===== src/rtl/fetch_pkg.sv =====
// fetch_pkg: shared types and default constants for the instruction fetch unit.
//   fetch_state_t  - fetch FSM state (RUN, HALTED, FAULT)
//   fetch_entry_t  - one buffered fetch {pc, instr}
//   DEF_RESET_PC   - default first fetch address / lower fetch bound
//   DEF_MEM_LIMIT  - default exclusive upper fetch bound
package fetch_pkg;

    localparam logic [31:0] DEF_RESET_PC  = 32'h0040_0000;
    localparam logic [31:0] DEF_MEM_LIMIT = 32'h0040_0404;

    typedef enum logic [1:0] {
        RUN,
        HALTED,
        FAULT
    } fetch_state_t;

    typedef struct packed {
        logic [31:0] pc;
        logic [31:0] instr;
    } fetch_entry_t;

endpackage


===== src/rtl/fetch_skid_fifo.sv =====
// fetch_skid_fifo: 2-entry FIFO holding fetched {pc, instr} words for decode.
//   clk, reset     - clock, synchronous active-high reset
//   push, din      - write one entry (caller guarantees room, counting a same-cycle pop)
//   pop            - drop the head entry (caller guarantees non-empty)
//   flush          - discard all entries; wins over push and pop
//   head           - oldest entry
//   count/full/empty - occupancy
module fetch_skid_fifo
    import fetch_pkg::*;
(
    input  logic         clk,
    input  logic         reset,
    input  logic         push,
    input  logic         pop,
    input  logic         flush,
    input  fetch_entry_t din,
    output fetch_entry_t head,
    output logic [1:0]   count,
    output logic         full,
    output logic         empty
);

    fetch_entry_t mem [2];
    logic         wr_ptr;
    logic         rd_ptr;

    always_ff @(posedge clk) begin
        if (reset || flush) begin
            wr_ptr <= 1'b0;
            rd_ptr <= 1'b0;
            count  <= 2'd0;
        end else begin
            if (push) begin
                mem[wr_ptr] <= din;
                wr_ptr      <= ~wr_ptr;
            end
            if (pop) rd_ptr <= ~rd_ptr;
            count <= count + 2'(push) - 2'(pop);
        end
    end

    assign head  = mem[rd_ptr];
    assign full  = count == 2'd2;
    assign empty = count == 2'd0;

endmodule


===== src/rtl/instr_fetch_unit.sv =====
// instr_fetch_unit: program counter, fetch FSM and 2-entry output buffer for decode.
//   clk, reset                  - clock, synchronous active-high reset
//   currPC / instr              - combinational instruction memory read
//   redirect_valid/redirect_pc  - taken branch/jump; flushes buffer, reloads pc
//   halt                        - level, suppresses fetching while high
//   out_valid/out_ready/out_pc/out_instr - valid/ready handoff to decode
//   fault                       - sticky, illegal fetch address reached
//   number_instructions         - handshake counter, only with FETCH_STATS_EN defined
module instr_fetch_unit
    import fetch_pkg::*;
#(
    parameter logic [31:0] RESET_PC  = DEF_RESET_PC,
    parameter logic [31:0] MEM_LIMIT = DEF_MEM_LIMIT
) (
    input  logic        clk,
    input  logic        reset,
    output logic [31:0] currPC,
    input  logic [31:0] instr,
    input  logic        redirect_valid,
    input  logic [31:0] redirect_pc,
    input  logic        halt,
    output logic        out_valid,
    output logic [31:0] out_pc,
    output logic [31:0] out_instr,
    input  logic        out_ready,
    output logic        fault
`ifdef FETCH_STATS_EN
    ,
    output logic [31:0] number_instructions
`endif
);

    fetch_state_t state, state_next;
    logic [31:0]  pc, pc_next;
    logic         redir, pop, room, attempt, illegal, push;
    fetch_entry_t head;
    logic [1:0]   count;
    logic         full, empty;

    fetch_skid_fifo u_fifo (
        .clk   (clk),
        .reset (reset),
        .push  (push),
        .pop   (pop),
        .flush (redir),
        .din   ('{pc: pc, instr: instr}),
        .head  (head),
        .count (count),
        .full  (full),
        .empty (empty)
    );

    always_ff @(posedge clk) begin
        if (reset) begin
            state <= RUN;
            pc    <= RESET_PC;
        end else begin
            state <= state_next;
            pc    <= pc_next;
        end
    end

    // A redirect wins over everything except FAULT; it also cancels any pop so
    // the flushed head is never counted as delivered.
    always_comb begin
        redir      = redirect_valid && state != FAULT;
        pop        = !empty && out_ready && !redir;
        room       = !full || pop;
        attempt    = state == RUN && !halt && !redir && room;
        illegal    = pc[1:0] != 2'b00 || pc < RESET_PC || pc >= MEM_LIMIT;
        push       = attempt && !illegal;
        state_next = (state == FAULT || (attempt && illegal)) ? FAULT :
                     halt ? HALTED : RUN;
        pc_next    = redir ? redirect_pc : push ? pc + 32'd4 : pc;
    end

    assign currPC    = pc;
    assign out_valid = count != 2'd0;
    assign out_pc    = empty ? 32'd0 : head.pc;
    assign out_instr = empty ? 32'd0 : head.instr;
    assign fault     = state == FAULT;

`ifdef FETCH_STATS_EN
    always_ff @(posedge clk) begin
        if (reset) number_instructions <= 32'd0;
        else if (pop) number_instructions <= number_instructions + 32'd1;
    end
`endif

endmodule


===== config.mk =====
export PLATFORM = sky130hd
export DESIGN_NAME = instr_fetch_unit
export DESIGN_NICKNAME = d
export VERILOG_FILES = /design/src/rtl/fetch_pkg.sv /design/src/rtl/fetch_skid_fifo.sv /design/src/rtl/instr_fetch_unit.sv
export SDC_FILE = /design/constraint.sdc
export NUM_CORES = 1
export LEC_CHECK = 0
export CORE_MARGIN = 4
export CORE_UTILIZATION = 40
export CTS_CLUSTER_SIZE = 8
export DETAILED_ROUTE_END_ITERATION = 12
export DONT_BUFFER_PORTS = 1
export PLACE_DENSITY_LB_ADDON = 0.12
export RECOVER_POWER = 25
export SYNTH_ARGS = -nofsm -noshare
export SYNTH_HDL_FRONTEND = slang
export SYNTH_SLANG_ARGS = --single-unit

===== constraint.sdc =====
create_clock -name clk -period 5.8 [get_ports clk]
set_input_delay 0.58 -clock clk [delete_from_list [all_inputs] [get_ports clk]]
set_output_delay 0.58 -clock clk [all_outputs]
set_load 0.1 [all_outputs]

* Word-level counts from Yosys, hierarchy flattened
Memory sizes are Yosys's and may differ from the RTL's. A register that Yosys moved wholly into a read port is not among the register bits.
Index checks and enable logic that the tools add are counted.
** Word-level totals
- Memories :: 1
- Bits in writable memories :: 128
- Register bits after elaboration :: 38
- Input port bits :: 69
** Operators by class
- Add/subtract/negate cells :: 3
- Order comparisons :: 2
- Reductions and logical operators :: 24
- Bitwise logic cells :: 2
- Equality and inequality tests :: 3
- Multiplexer cells :: 11
** Memories
- u_fifo.mem :: depth 2, width 64, rd ports 1, clocked after Yosys merged registers in 1, wr ports 1, RTL line fetch_skid_fifo.sv:23 : fetch_entry_t mem [2];
** Operators with widths (number)
- $mux W32 :: 4
- $add A32 B3 Y32 const B :: 1
- $ge A32 B23 Y1 const B :: 1
- $lt A32 B23 Y1 const B :: 1
- $logic_and A1 B1 Y1 :: 8
- $mux W1 :: 6
- $reduce_bool A2 Y1 :: 3
- $logic_not A1 Y1 :: 5
- $logic_or A1 B1 Y1 :: 5
- $eq A2 B2 Y1 const B :: 2
- $logic_not A2 Y1 :: 2
- $add A2 B1 Y2 :: 1
- $mux W2 :: 1
- $ne A2 B2 Y1 const B :: 1
- $not A1 Y1 :: 2
- $reduce_or A2 Y1 :: 1
- $sub A2 B1 Y2 :: 1

* Logic depth before layout (Yosys ltp)
- Depth after elaboration :: 10
- Mapped depth :: 11

* Hierarchy
Synthesis repeated with hierarchy kept, for this count alone.
** Second synthesis, totals
- Cells, all modules :: 454
- Area, all modules :: 7044.3 um2
** Modules (own cells, without submodules)
- fetch_skid_fifo :: seq. area each 3943.8 um2, cells an instance 221, instances 1, area each 5148.7 um2
- instr_fetch_unit :: seq. area each 680.7 um2, cells an instance 233, instances 1, area each 1895.6 um2

* Worst setup path after synthesis
OpenSTA, ideal clock, no wires.
- Path type :: reg-to-reg
- Start :: register pc[3] (netlist: currPC[3])
- End :: memory u_fifo.mem[0][0] (netlist bit) (enable)
- Path buffers :: 2
- Library setup time :: 0.486 ns
- Slack :: 0.342 ns
- Data required time :: 5.314 ns
- Arrival time :: 4.972 ns
- Stages on the path, launching flop included :: 10
- Cells stage by stage :: dfxtp_1 -> inv_1 -> ha_1 -> nor4b_1 -> a21boi_1 -> nor4_2 -> buf_6 -> buf_6 -> nand2_1 -> nor2_1
** On the way
- Word-level cells in the longest chain between the ends :: 8
- Elaborated cells between the ends (all ways) :: 9
- Those cells by class :: 2 x order compare; 3 x mux; 4 x reduce/logical
** Ends and longest elaborated chain
- from (decl) :: RTL line instr_fetch_unit.sv:34 : logic [31:0] pc, pc_next;
- from (signal assigned) :: RTL line instr_fetch_unit.sv:59 : pc <= pc_next;
- $lt A32 B23 Y1 :: RTL line instr_fetch_unit.sv:70 : illegal = pc[1:0] != 2'b00 || pc < RESET_PC || pc >= MEM_LIMIT;
- $logic_or A1 B1 Y1 :: RTL line instr_fetch_unit.sv:70
- $logic_or A1 B1 Y1 * :: RTL line instr_fetch_unit.sv:70
- $logic_not A1 Y1 * :: RTL line instr_fetch_unit.sv:71 : push = attempt && !illegal;
- $logic_and A1 B1 Y1 * :: RTL line instr_fetch_unit.sv:71
- net push :: RTL line instr_fetch_unit.sv:35 : logic redir, pop, room, attempt, illegal, push;
- $mux W1 * :: RTL line fetch_skid_fifo.sv:33 : if (push) begin
- $mux W1 * :: RTL line fetch_skid_fifo.sv:28 : if (reset || flush) begin
- $mux W1 (not written as such) * :: RTL line fetch_skid_fifo.sv:34 : mem[wr_ptr] <= din;
- to (decl) :: RTL line fetch_skid_fifo.sv:23
Mark *: on every way through the listed nets, which the timed path passes. The rest lies on a longest branch.

* Worst setup path in the final report
- Start :: register pc[22] (netlist: currPC[22])
- End :: memory u_fifo.mem[0][31] (netlist bit) (enable)
** On the way
- Word-level cells in the longest chain between the ends :: 8
- Elaborated cells between the ends (all ways) :: 9
- Those cells by class :: 2 x order compare; 3 x mux; 4 x reduce/logical
** Ends and longest elaborated chain (RTL line)
- $lt A32 B23 Y1 :: instr_fetch_unit.sv:70
- $logic_or A1 B1 Y1 :: instr_fetch_unit.sv:70
- $logic_or A1 B1 Y1 * :: instr_fetch_unit.sv:70
- $logic_not A1 Y1 * :: instr_fetch_unit.sv:71
- $logic_and A1 B1 Y1 * :: instr_fetch_unit.sv:71
- $mux W1 * :: fetch_skid_fifo.sv:33
- $mux W1 * :: fetch_skid_fifo.sv:28
- $mux W1 (not written as such) * :: fetch_skid_fifo.sv:34
Every way passes the cells marked *; elsewhere a longest branch is shown, timed or not.

==> impl_metrics.ini <==
[job]
cap_violations = 2

[global_route]
grt_pass1_vias = 3609
grt_usage_pct = 15.3
grt_max_degree = 65
grt_pass1_wl_um = 21200
overflow = 0
antenna_found_initial = 0

[logic_synthesis]
synthFlopType = edfxtp_1
avgSynthCellArea_um2 = 13.5
syn_area_um2 = 6570
seq_area_frac_synth_pct = 70.4
synth.distinct_cells = 40
synth_edf_count = 128
yosysWarningCount = 0
synth-async-reset-ratio_pct = 0
syn_nets = 561
synth_seq_cells = 167
synthCells = 487

[clock_tree]
tritoncts = done
cts_sinks = 167
path_clk_slew_ps = 60
holdBufCountCts = 0
clk_latency_ps = 410
htree_levels = 4
cts_resized = 0
cts_max_path_buffers = 2
root_buffer = clkbuf_16
cts_setup_buffers = 0
cts-buffers-inserted = 17

[floorplanning]
die_h_um = 136
std_cell_rows = 46
coreArea_um2 = 16000
start_util_pct = 41.1
fp.dieArea_um2 = 18500
num_io_pins = 167
die_w_um = 136

[sta]
setup_viol = 0
max_freq_ghz = 0.254
fin_crit_ps = 3940
setup_tns_ps = 0
worst_pin_slew_ps = 1640
grt_setup_unrepaired = false
fin_skew_ps = 7.92
maxSlewHeadroom_pct = -9.52
hold_viol_final = 0
slew_viol_final = 21
period_share_pct = 67.9

[pwr]
power_density_nw_per_um2 = 338
peakVddDrop_uv = 189
cellLeakagePower_nw = 2.36

[worst_hold_path]
hold_depth = 1
hold_path.class = in2reg

[setup_path]
timing.rr.end = u_fifo.mem[0][31]
worst-setup-path-type = reg2reg
cp-start-kind = flop
crit_required_ps = 5870
cp-endpoint = u_fifo.mem[0][31]
crit_start = currPC[22]
worst-path-max-fanout = 31
r2r-start = currPC[22]
arrival_ps = 4010
r2r_cells = 7
r2r_slack_ps = 1860
endpoint_kind = flop

[outcome]
status = finished, violations left
violations = capacitance limit, slew limit

[detailed_routing]
antenna_left = 0
dr.first_iter.drc_count = 244
drc_errors = 0
num_vias = 3735
routed_wl_um = 14400
viasPerCell = 5.10
wl_per_cell_um = 19.6
drt-pass1-iter-count = 4

[finish]
fill_cells = 1462
syn_to_final_growth_pct = 15.2
layout_commonest_cell = edfxtp_1
antennaDiodeCount = 0
seqCellArea_um2 = 4630
drive_gt1_share_pct = 21.7
final_cell_mix = 128 x edfxtp_1, 70 x mux2i_1, 64 x nor2_2
multi_input_area_um2 = 1990
design_area_um2 = 7570
nNetsFinal = 578

[place]
port_buffers = 0
routabilityCongestion = 0.709
place_hpwl_um = 9420
placed_area_um2 = 7100
==> area by class of cell <==
cell class | instances | share of cell area [%]
well taps | 216 | 3.57
clock inverters | 12 | 1.04
repair buffers | 24 | 1.54
clock buffers | 20 | 6.03
multi-input cells | 286 | 26.3
inverters | 8 | 0.397
flip-flops and latches | 167 | 61.1
==> worst min path at each step <==
stage,slack [ps],to,from
3_5_place_dp,540,flop,u_fifo.rd_ptr
6_report,230,currPC[2],reset
2_1_floorplan,520,flop,u_fifo.rd_ptr
4_1_cts,210,currPC[2],reset
3_3_place_gp,540,flop,u_fifo.rd_ptr
5_1_grt,210,currPC[17],reset
==> worst max-delay path: stages, from the launching register on <==
cell and delay, ps:
dfxtp_1 300, clkbuf_1 990, nor3b_1 290, nand4_1 270, nor4_4 360, nand2_1 120
nor2_4 760, buf_4 470
==> cells in the mapped netlist (3+ instances only) <==
cell type,instances,area (µm²)
edfxtp_1,128,3840
nor2_1,75,282
mux2i_1,70,701
nand2_1,50,188
dfxtp_1,39,781
a21oi_1,22,110
clkbuf_1,13,48.8
nor3_1,10,50.1
buf_1,9,33.8
inv_1,8,30.0
nor4_1,6,37.5
ha_1,5,62.6
nand3_1,5,25.0
and3_1,4,25.0
nand4_1,4,25.0
nor4_2,4,50.1
and2_1,3,18.8
xnor2_1,3,26.3
==> metrics by stage <==
| stage | std cells | power [mW] | setup slack [ps] | utilization (%) | hold WS (ps) |
|---|---|---|---|---|---|
| 2_1_floorplan | 487 | 1.54 | 342 | - | 520 |
| 3_3_place_gp | 701 | 1.58 | 2160 | 44.4 | 535 |
| 3_5_place_dp | 701 | 1.58 | 2150 | 44.4 | 538 |
| 4_1_cts | 733 | 2.59 | 2130 | 47.7 | 208 |
| 5_1_grt | 733 | 2.64 | 1540 | 47.3 | 213 |
| 6_report | 733 | 2.56 | 1860 | 47.3 | 233 |
==> flip-flops by register name, indices dropped and copies added (netlist names), named ones only <==
signal         count
currPC            32
state              2
u_fifo.count       2
u_fifo.mem       128
u_fifo.rd_ptr      1
u_fifo.wr_ptr      1
==> report_power, final <==
part / leakage [nW] / total [mW] / internal [mW] / switching (mW)
combinational: 0.622 / 0.177 / 0.0315 / 0.145
sequential: 1.48 / 1.37 / 1.31 / 0.0650
clock: 0.263 / 1.01 / 0.568 / 0.443
total: 2.36 / 2.56 / 1.91 / 0.653
==> cells by family (layout without fill, tap and decap cells) <==
| logic type | after synthesis | in the layout | share of synthesized area [%] |
|---|---|---|---|
| AND/OR/NAND/NOR | 171 | 171 | 11.8 |
| multiplexers | 71 | 71 | 10.8 |
| adder cells (fa/ha/maj) | 5 | 5 | 0.952 |
| AO/OA/AOI/OAI | 35 | 35 | 3.26 |
| buffers and inverters | 34 | 64 | 2.21 |
| flip-flops | 167 | 167 | 70.4 |
| XOR/XNOR | 4 | 4 | 0.533 |
==> layer usage <==
| metal | vias up | routed length, µm | global-route usage (%) |
|---|---|---|---|
| li1 | 1796 | - | - |
| met1 | 1800 | 5810 | 19.6 |
| met2 | 120 | 6950 | 23.8 |
| met3 | 19 | 1350 | 5.11 |
| met4 | 0 | 283 | 6.66 |
| met5 | - | 0 | 0 |
No activity file was read; power rests on OpenSTA's default activity.
